<file path="config.mk">
export PLATFORM = sky130hd
export DESIGN_NAME = wooden_man_game_ctrl
export DESIGN_NICKNAME = d
export VERILOG_FILES = /design/src/rtl/wooden_man_game_ctrl.sv
export SDC_FILE = /design/constraint.sdc
export NUM_CORES = 1
export LEC_CHECK = 0
export ABC_AREA = 1
export BUFFER_PORTS_ARGS = -buffer_cell sky130_fd_sc_hd__buf_4
export CORE_MARGIN = 2
export CORE_UTILIZATION = 30
export DETAILED_ROUTE_END_ITERATION = 10
export GPL_ROUTABILITY_DRIVEN = 0
export HOLD_SLACK_MARGIN = 0.08
export PLACE_DENSITY = 0.43
export SYNTH_ARGS = -nofsm -noshare
export SYNTH_HDL_FRONTEND = slang
export SYNTH_SLANG_ARGS = --single-unit
</file>
<file path="constraint.sdc">
create_clock -name clk -period 4 [get_ports clk]
set_input_delay 0 -clock clk [delete_from_list [all_inputs] [get_ports clk]]
set_output_delay 0 -clock clk [all_outputs]
set_load 0.02 [all_outputs]
</file>
<file path="src/rtl/wooden_man_game_ctrl.sv">
// Game-state producer for the two-player "1-2-3 wooden man" screen.
// Owns the match clock, the doll phase clock, player positions, sprites and
// survive/die conditions. Every output comes straight from a register.
module wooden_man_game_ctrl #(
  parameter int TICK_DIV  = 100000000,
  parameter int GAME_SEC  = 90,
  parameter int GO_SEC    = 5,
  parameter int WATCH_SEC = 3,
  parameter int GOAL      = 20
) (
  input  logic       clk,
  input  logic       rst,
  input  logic       start,
  input  logic       p1_step,
  input  logic       p2_step,
  output logic       black,
  output logic       minute,
  output logic [3:0] sec1,
  output logic [3:0] sec0,
  output logic [3:0] remain1,
  output logic [3:0] remain0,
  output logic       doll_watch,
  output logic [4:0] p1_pos,
  output logic [2:0] p1_pic,
  output logic [1:0] p1_cond,
  output logic [4:0] p2_pos,
  output logic [2:0] p2_pic,
  output logic [1:0] p2_cond
);

  typedef enum logic [1:0] {S_IDLE, S_PLAY, S_OVER} state_t;

  localparam logic [1:0] COND_PLAY    = 2'd0;
  localparam logic [1:0] COND_SURVIVE = 2'd1;
  localparam logic [1:0] COND_DIE     = 2'd2;

  localparam logic [2:0] PIC_DIE  = 3'd0;
  localparam logic [2:0] PIC_LEFT = 3'd1;
  localparam logic [2:0] PIC_MID  = 3'd2;
  localparam logic [2:0] PIC_MID2 = 3'd4;

  typedef struct packed {
    logic [4:0] pos;
    logic [2:0] pic;
    logic [1:0] cond;
  } player_t;

  localparam player_t PLAYER_INIT = '{pos: 5'd0, pic: PIC_MID, cond: COND_PLAY};

  // Match length and phase lengths pre-split into BCD digits.
  localparam int         GAME_MIN = (GAME_SEC >= 60) ? 1 : 0;
  localparam int         GAME_REM = GAME_SEC - 60 * GAME_MIN;
  localparam logic       GAME_M   = 1'(GAME_MIN);
  localparam logic [3:0] GAME_S1  = 4'(GAME_REM / 10);
  localparam logic [3:0] GAME_S0  = 4'(GAME_REM % 10);
  localparam logic [3:0] GO_R1    = 4'(GO_SEC / 10);
  localparam logic [3:0] GO_R0    = 4'(GO_SEC % 10);
  localparam logic [3:0] WATCH_R1 = 4'(WATCH_SEC / 10);
  localparam logic [3:0] WATCH_R0 = 4'(WATCH_SEC % 10);

  localparam logic [26:0] TICK_LAST = 27'(TICK_DIV - 1);
  localparam logic [4:0]  GOAL_POS  = 5'(GOAL);

  state_t      state_q, state_d;
  logic        black_q, black_d;
  logic        minute_q, minute_d;
  logic [3:0]  sec1_q, sec1_d;
  logic [3:0]  sec0_q, sec0_d;
  logic [3:0]  rem1_q, rem1_d;
  logic [3:0]  rem0_q, rem0_d;
  logic        watch_q, watch_d;
  logic [26:0] cnt_q, cnt_d;
  player_t     p1_q, p1_d;
  player_t     p2_q, p2_d;

  logic time_zero;
  logic time_one;
  logic tick;

  // Update one player for this cycle. Steps are judged against the doll
  // direction held before any tick of the same cycle; a step that reaches the
  // goal on the timeout cycle still survives because timeout is applied last.
  function automatic player_t player_next(input player_t cur, input logic step,
                                          input logic watch, input logic timeout);
    player_t nxt;
    nxt = cur;
    if (cur.cond == COND_PLAY && step) begin
      if (watch) begin
        nxt.cond = COND_DIE;
        nxt.pic  = PIC_DIE;
      end else begin
        nxt.pos = cur.pos + 5'd1;
        nxt.pic = (cur.pic == PIC_MID2) ? PIC_LEFT : cur.pic + 3'd1;
        if (nxt.pos == GOAL_POS) nxt.cond = COND_SURVIVE;
      end
    end
    if (timeout && nxt.cond == COND_PLAY) begin
      nxt.cond = COND_DIE;
      nxt.pic  = PIC_DIE;
    end
    return nxt;
  endfunction

  assign time_zero = (minute_q == 1'b0) && (sec1_q == 4'd0) && (sec0_q == 4'd0);
  assign time_one  = (minute_q == 1'b0) && (sec1_q == 4'd0) && (sec0_q == 4'd1);
  assign tick      = (state_q == S_PLAY) && !time_zero && (cnt_q == TICK_LAST);

  // Next-state and datapath: match start, second tick, clock digits, players.
  always_comb begin
    // NOTE: every _d gets a hold default first so no path leaves a latch.
    state_d  = state_q;
    black_d  = black_q;
    minute_d = minute_q;
    sec1_d   = sec1_q;
    sec0_d   = sec0_q;
    rem1_d   = rem1_q;
    rem0_d   = rem0_q;
    watch_d  = watch_q;
    cnt_d    = cnt_q;
    p1_d     = p1_q;
    p2_d     = p2_q;

    case (state_q)
      S_IDLE, S_OVER: begin
        if (start) begin
          state_d  = S_PLAY;
          black_d  = 1'b0;
          minute_d = GAME_M;
          sec1_d   = GAME_S1;
          sec0_d   = GAME_S0;
          rem1_d   = GO_R1;
          rem0_d   = GO_R0;
          watch_d  = 1'b0;
          cnt_d    = '0;
          p1_d     = PLAYER_INIT;
          p2_d     = PLAYER_INIT;
        end
      end

      S_PLAY: begin
        if (p1_q.cond != COND_PLAY && p2_q.cond != COND_PLAY) state_d = S_OVER;

        // The second counter freezes once the match clock has run out.
        if (!time_zero) cnt_d = tick ? '0 : cnt_q + 27'd1;

        if (tick) begin
          if (sec0_q != 4'd0) begin
            sec0_d = sec0_q - 4'd1;
          end else begin
            sec0_d = 4'd9;
            if (sec1_q != 4'd0) begin
              sec1_d = sec1_q - 4'd1;
            end else begin
              sec1_d   = 4'd5;
              minute_d = 1'b0;
            end
          end

          if (rem1_q == 4'd0 && rem0_q == 4'd1) begin
            watch_d = !watch_q;
            if (!watch_q) begin
              rem1_d = WATCH_R1;
              rem0_d = WATCH_R0;
            end else begin
              rem1_d = GO_R1;
              rem0_d = GO_R0;
            end
          end else if (rem0_q != 4'd0) begin
            rem0_d = rem0_q - 4'd1;
          end else begin
            rem0_d = 4'd9;
            rem1_d = rem1_q - 4'd1;
          end
        end

        p1_d = player_next(p1_q, p1_step, watch_q, tick && time_one);
        p2_d = player_next(p2_q, p2_step, watch_q, tick && time_one);
      end

      default: state_d = S_IDLE;
    endcase
  end

  // State register with synchronous reset to the blanked idle screen.
  always_ff @(posedge clk) begin
    // NOTE: sequential state uses non-blocking assignments only.
    if (rst) begin
      state_q  <= S_IDLE;
      black_q  <= 1'b1;
      minute_q <= GAME_M;
      sec1_q   <= GAME_S1;
      sec0_q   <= GAME_S0;
      rem1_q   <= GO_R1;
      rem0_q   <= GO_R0;
      watch_q  <= 1'b0;
      cnt_q    <= '0;
      p1_q     <= PLAYER_INIT;
      p2_q     <= PLAYER_INIT;
    end else begin
      state_q  <= state_d;
      black_q  <= black_d;
      minute_q <= minute_d;
      sec1_q   <= sec1_d;
      sec0_q   <= sec0_d;
      rem1_q   <= rem1_d;
      rem0_q   <= rem0_d;
      watch_q  <= watch_d;
      cnt_q    <= cnt_d;
      p1_q     <= p1_d;
      p2_q     <= p2_d;
    end
  end

  assign black      = black_q;
  assign minute     = minute_q;
  assign sec1       = sec1_q;
  assign sec0       = sec0_q;
  assign remain1    = rem1_q;
  assign remain0    = rem0_q;
  assign doll_watch = watch_q;
  assign p1_pos     = p1_q.pos;
  assign p1_pic     = p1_q.pic;
  assign p1_cond    = p1_q.cond;
  assign p2_pos     = p2_q.pos;
  assign p2_pic     = p2_q.pic;
  assign p2_cond    = p2_q.cond;

endmodule
</file>
### Yosys cells after proc, flatten, opt, wreduce, memory -nomap -nowiden

Cells that the tools add are included.

* $add $sub $neg: 9
* eq/ne operators: 22
* mux-type cells: 52
* bitwise operators: 1
* reduce and logical (&&, ||, !) cells: 42

Operators with widths (number)
* 27-bit two-way mux: 3
* 4-bit two-way mux: 14
* 27-bit one-hot mux with 2 select lines: 1
* 10-bit two-way mux: 5
* 10-bit one-hot mux with 2 select lines: 2
* 4-bit one-hot mux with 2 select lines: 4
* 5-bit two-way mux: 6
* 27-bit by 1-bit adder with 27-bit output (second input constant): 1
* 27-bit equality test (second input constant): 1
* 4-bit AND reduction: 5
* 4-bit by 1-bit subtractor with 4-bit output (second input constant): 4
* 1-bit logical AND: 12
* 4-bit logical NOT: 3
* 2-bit inequality test (second input constant): 6
* 3-bit AND reduction: 4
* 4-bit nonzero test: 3
* 5-bit by 1-bit adder with 5-bit output (second input constant): 2
* 5-bit equality test (second input constant): 2
* 2-bit logical NOT: 5
* 3-bit two-way mux: 3
* 4-bit by 1-bit equality test with 1-bit output (second input constant): 2
* 2-bit two-way mux: 4
* 2-bit by 1-bit inequality test with 1-bit output (second input constant): 4
* 1-bit two-way mux: 7
* 14 further kinds: 23

* register bits after elaboration: 68
* input port bits: 5
* output and inout port bits: 39

### Longest topological paths before layout

* word-level depth: 10
* gate-level depth with buffers: 14
* mapped depth without buffers: 14

### Worst setup path before layout

OpenSTA, ideal clock, no wires.

* kind: register -> register
* start: register sec0_q[0], in the netlist sec0[0]
* end: register p1_q, in the netlist p1_pic[1]
* arrival time: 1.705 ns
* slack: 2.169 ns
* stages on the path, launching flop included: 14
* path buffers: 0
* clock period less this slack: 1.831 ns
* cells stage by stage: dfxtp_1 -> inv_1 -> ha_1 -> nand2_1 -> inv_2 -> nor2_4 -> inv_4 -> nand2_2 -> nand3_2 -> or2_4 -> nand2_1 -> nand3_1 -> nand2_1 -> nand2_1

* longest elaborated chain between the ends: 9
* elaborated cells between the ends (all ways): 13
* classes of those cells: 2 x eq/ne; 2 x mux; 9 x reduce/logical

RTL lines
* from (decl): line 68 `logic [3:0] sec0_q, sec0_d;`
* from (signal assigned): line 192 `sec0_q <= GAME_S0;`
* from (signal assigned): line 204 `sec0_q <= sec0_d;`
* 4-bit logical NOT: line 104 `assign time_zero = (minute_q == 1'b0) && (sec1_q == 4'd0) && (sec0_q == 4'd0);`
* 1-bit logical AND: line 104
* 1-bit logical NOT
* 1-bit logical AND (2 in series): line 106 `assign tick = (state_q == S_PLAY) && !time_zero && (cnt_q == TICK_LAST);`
* 1-bit logical AND *: line 176 `p1_d = player_next(p1_q, p1_step, watch_q, tick && time_one);`
* 1-bit logical AND *: line 97 `if (timeout && nxt.cond == COND_PLAY) begin`
* 3-bit by 1-bit inequality test with 1-bit output (no source line) or 5-bit two-way mux (tied branches)
* 3-bit AND reduction (no source line) or 10-bit one-hot mux with 2 select lines (tied branches)
* to (signal assigned): line 209 `p1_q <= p1_d;`
* to (decl): line 73 `player_t p1_q, p1_d;`

Mark *: on every way between the ends. The rest lies on a longest branch, timed or not.
A chain may end at the register's enable or synchronous reset.

### Worst setup path after layout

* start: register state_q[0]
* end: register cnt_q[6]

* longest elaborated chain between the ends: 6
* elaborated cells between the ends (all ways): 13
* classes of those cells: 4 x eq/ne; 3 x mux; 6 x reduce/logical

RTL lines
* from (decl): line 64 `state_t state_q, state_d;`
* from (signal assigned): line 200 `state_q <= state_d;`
* 2-bit by 1-bit equality test with 1-bit output: line 106, 123
* 1-bit logical AND (2 in series): line 106
* 27-bit two-way mux (2 in series): line 144 `if (!time_zero) cnt_d = tick ? '0 : cnt_q + 27'd1;`
* 27-bit one-hot mux with 2 select lines: line 123 `case (state_q)`
* to (signal assigned): line 208 `cnt_q <= cnt_d;`
* to (decl): line 72 `logic [26:0] cnt_q, cnt_d;`

Parallel ways exist; a longest one is shown, timed or not. The select of a mux whose other input is x is not followed.

==> flow_summary.ini <==
[power]
power_frac_seq_pct = 40.3
peakVddDrop_mv = 0.146
p_int_w = 0.00130
powerDensity_mw_per_mm2 = 398
clkPwrFrac_pct = 42.4
comb_power_share_pct = 17.3
switchingPower_w = 0.000531
p_sw_share_pct = 28.9
leakage_nw = 1.91

[sta]
setup-tns-final_ps = 0
setup_violations = 0
timing.hold.ws_ps = 210
clock_skew_ps = 4.97
rsz0062_at_grt = no
drv_slew = 0
relSlewSlack_pct = 50.5
post-route-period-util_pct = 64.9
period_needed_ps = 2600
clock.fmax_mhz = 385
final_hold_viol_count = 0
tightest_slew_ps = 742

[grt]
grt_pass1_wl_um = 16500
grt.overflow.total = 0
track_usage_pct = 14.7
grt_start_max_net_pins = 35
grt_pass1_vias = 3279
antenna_found_initial = 0

[floorplan]
dieArea_mm2 = 0.0138
num_rows = 41
initial_core_util_pct = 30.7
die-height_um = 117
die_x_um = 117
coreArea_mm2 = 0.0126
io_pins = 44

[status]
status = complete, no violations

[routing]
wl_per_cell_um = 12.5
vias_per_cell = 4.58
first_iter_violations = 212
wirelength_um = 9600
drc = 0
dr_total_vias = 3535
dr.pass1.iters = 4
antenna_left = 0

[setup_path]
path_cells = inv_2 > nor2_4 > inv_2 > nor2_4 > inv_4 > nand2_2 > nand2_1 > nand2_2 > nand2_2 > nand2_2 > a21oi_1 > o21a_1
crit_path_end_kind = flop
crit_fanout = 26
ff2ff_path_depth = 12
slowest_delay_ps = 490
path_class = flop to flop
cp.arrival_ps = 2830
crit_slowest_cell = nand2_2
crit_required_ps = 4230
start_kind = flop
critPathMostFrequentCell = nand2_2

[clock_network]
ctsResizeCount = 0
cts_buffers = 9
cts_tree = done
clk_latency_ps = 330
root_buffer = clkbuf_16
clk_pin_slew_ps = 50
htree_levels = 3
cts_buffer_depth = 2
cts.sinks = 68

[cells_and_area]
fin_nets = 612
areaGrowthSynthToFinish_pct = 19.6
drive_gt1_share_pct = 17.2
fillers = 1349
post-route-cell-area_mm2 = 0.00461
diodes = 0

[placement]
place_area_mm2 = 0.00430
numPortBuffers = 43
dpl.hpwl_um = 6990

[synth]
synth_cell_types = 46
ys_seq_area_share_pct = 35.3
synth_nets = 569
syn-cell-area_mm2 = 0.00386
async_flop_share_pct = 0
ys_ff_latch = 68
synth_warnings = 0
synth_edf_count = 0
synth_area_per_cell_um2 = 6.99
netlist_instances = 552
synthFlopType = dfxtp_1

[hold_path]
min_path_cells = 5
hold_path.class = input port to flop

[flow_run]
cap_violations = 0
-- metrics by stage --
stage / utilization [%] / cells / power (W) / worst slack (ps)
after global routing: 36.7 / 771 / 0.00194 / 1080
final: 36.7 / 771 / 0.00183 / 1400
after CTS: 36.7 / 771 / 0.00187 / 1330
after floorplan: - / 552 / 0.000987 / 2170
after detailed placement: 34.2 / 753 / 0.00107 / 1320
after global placement: 34.2 / 753 / 0.00107 / 1430
-- final timing paths --
path,startpoint,to,slack (ps)
setup / recovery,state_q[0]$_SDFFE_PP0P_,cnt_q[6]$_SDFFE_PP0P_,1400
hold / removal,p2_step,p2_pic[2]$_SDFFE_PP0P_,210
setup reg to reg,state_q[0]$_SDFFE_PP0P_,cnt_q[6]$_SDFFE_PP0P_,1400
hold reg to reg,black$_SDFFE_PP1P_,black$_SDFFE_PP1P_,450
-- routing by layer --
| metal | track usage [%] | vias up | routed length [um] |
|---|---|---|---|
| met5 | 0 | - | 0 |
| met4 | 6.55 | 0 | 148 |
| met3 | 2.82 | 11 | 291 |
| met2 | 20.3 | 43 | 3910 |
| met1 | 21.8 | 1611 | 5250 |
| li1 | - | 1870 | - |
-- cells in the final DEF, fill, tap and decap left out, types with 12 or more instances in the layout --
| cell | synthesis | final |
|---|---|---|
| a21oi_1 | 46 | 46 |
| buf_4 | 3 | 43 |
| dfxtp_1 | 68 | 68 |
| ha_1 | 12 | 12 |
| inv_1 | 54 | 54 |
| nand2_1 | 131 | 131 |
| nand3_1 | 32 | 32 |
| nor2_1 | 73 | 73 |
| o21ai_0 | 13 | 13 |
| xor2_1 | 16 | 16 |
-- critical path: cells and delay by family, from the launching register on --
family          cells  cell delay (ps)
compound gates      2              210
buf+inv             3              300
flops               1              370
simple gates        7             1590
-- synthesized netlist by cell type (5+ instances only) --
library cell  count  area [um^2]
o21ai_0          13         65.1
dfxtp_1          68         1360
inv_2            10         37.5
nor2_4            5         56.3
nor3_1           10         50.1
nand2_2           7         43.8
nor3_2            5         50.1
nand3_1          32          160
ha_1             12          150
xor2_1           16          140
nand4_1          10         62.6
a21oi_1          46          230
nor2_1           73          274
nand2_1         131          492
inv_1            54          203
nand3_2           6         60.1
-- sequential cells by signal, indices dropped and copies added (netlist names) --
name,flops
p1_pic,3
black,1
remain1,4
cnt_q,27
state_q,2
p1_cond,2
p2_pos,5
p1_pos,5
minute,1
p2_pic,3
p2_cond,2
sec0,4
sec1,4
doll_watch,1
remain0,4
-- final cells by class --
type	instances	area (um^2)	share of cell area (%)
inverter	65	246	5.34
clock buffer	13	250	5.43
clock inverter	2	35.0	0.760
sequential	68	1360	29.5
multi-input combinational	405	2150	46.6
tap	172	215	4.67
timing repair buffer	46	353	7.65
-- what timing repair did --
action,CTS,global route
buffers inserted,0,0
hold buffers,3,0
endpoints found under the hold margin,18,0
setup endpoints to repair,0,0
-- power groups by stage --
stage | sequential (W) | combinational [W] | clock (W)
after floorplan | 0.000768 | 0.000220 | 0
after CTS | 0.000739 | 0.000321 | 0.000808
after global routing | 0.000743 | 0.000360 | 0.000836
after global placement | 0.000753 | 0.000319 | 0
final | 0.000739 | 0.000317 | 0.000778
after detailed placement | 0.000753 | 0.000317 | 0
-- logic make-up (layout without fill, tap and decap cells) --
| family | after synthesis | count (layout) | synth area share, % |
|---|---|---|---|
| buffers and inverters | 79 | 126 | 8.92 |
| AOI/OAI and AO/OA | 80 | 80 | 11.7 |
| muxes | 1 | 1 | 0.260 |
| adders and majority gates | 12 | 12 | 3.89 |
| and+or+nand+nor | 293 | 293 | 35.6 |
| xor gates and xnor gates | 19 | 19 | 4.32 |
| DFF | 68 | 68 | 35.3 |
Power figures use the tool's default switching activity.
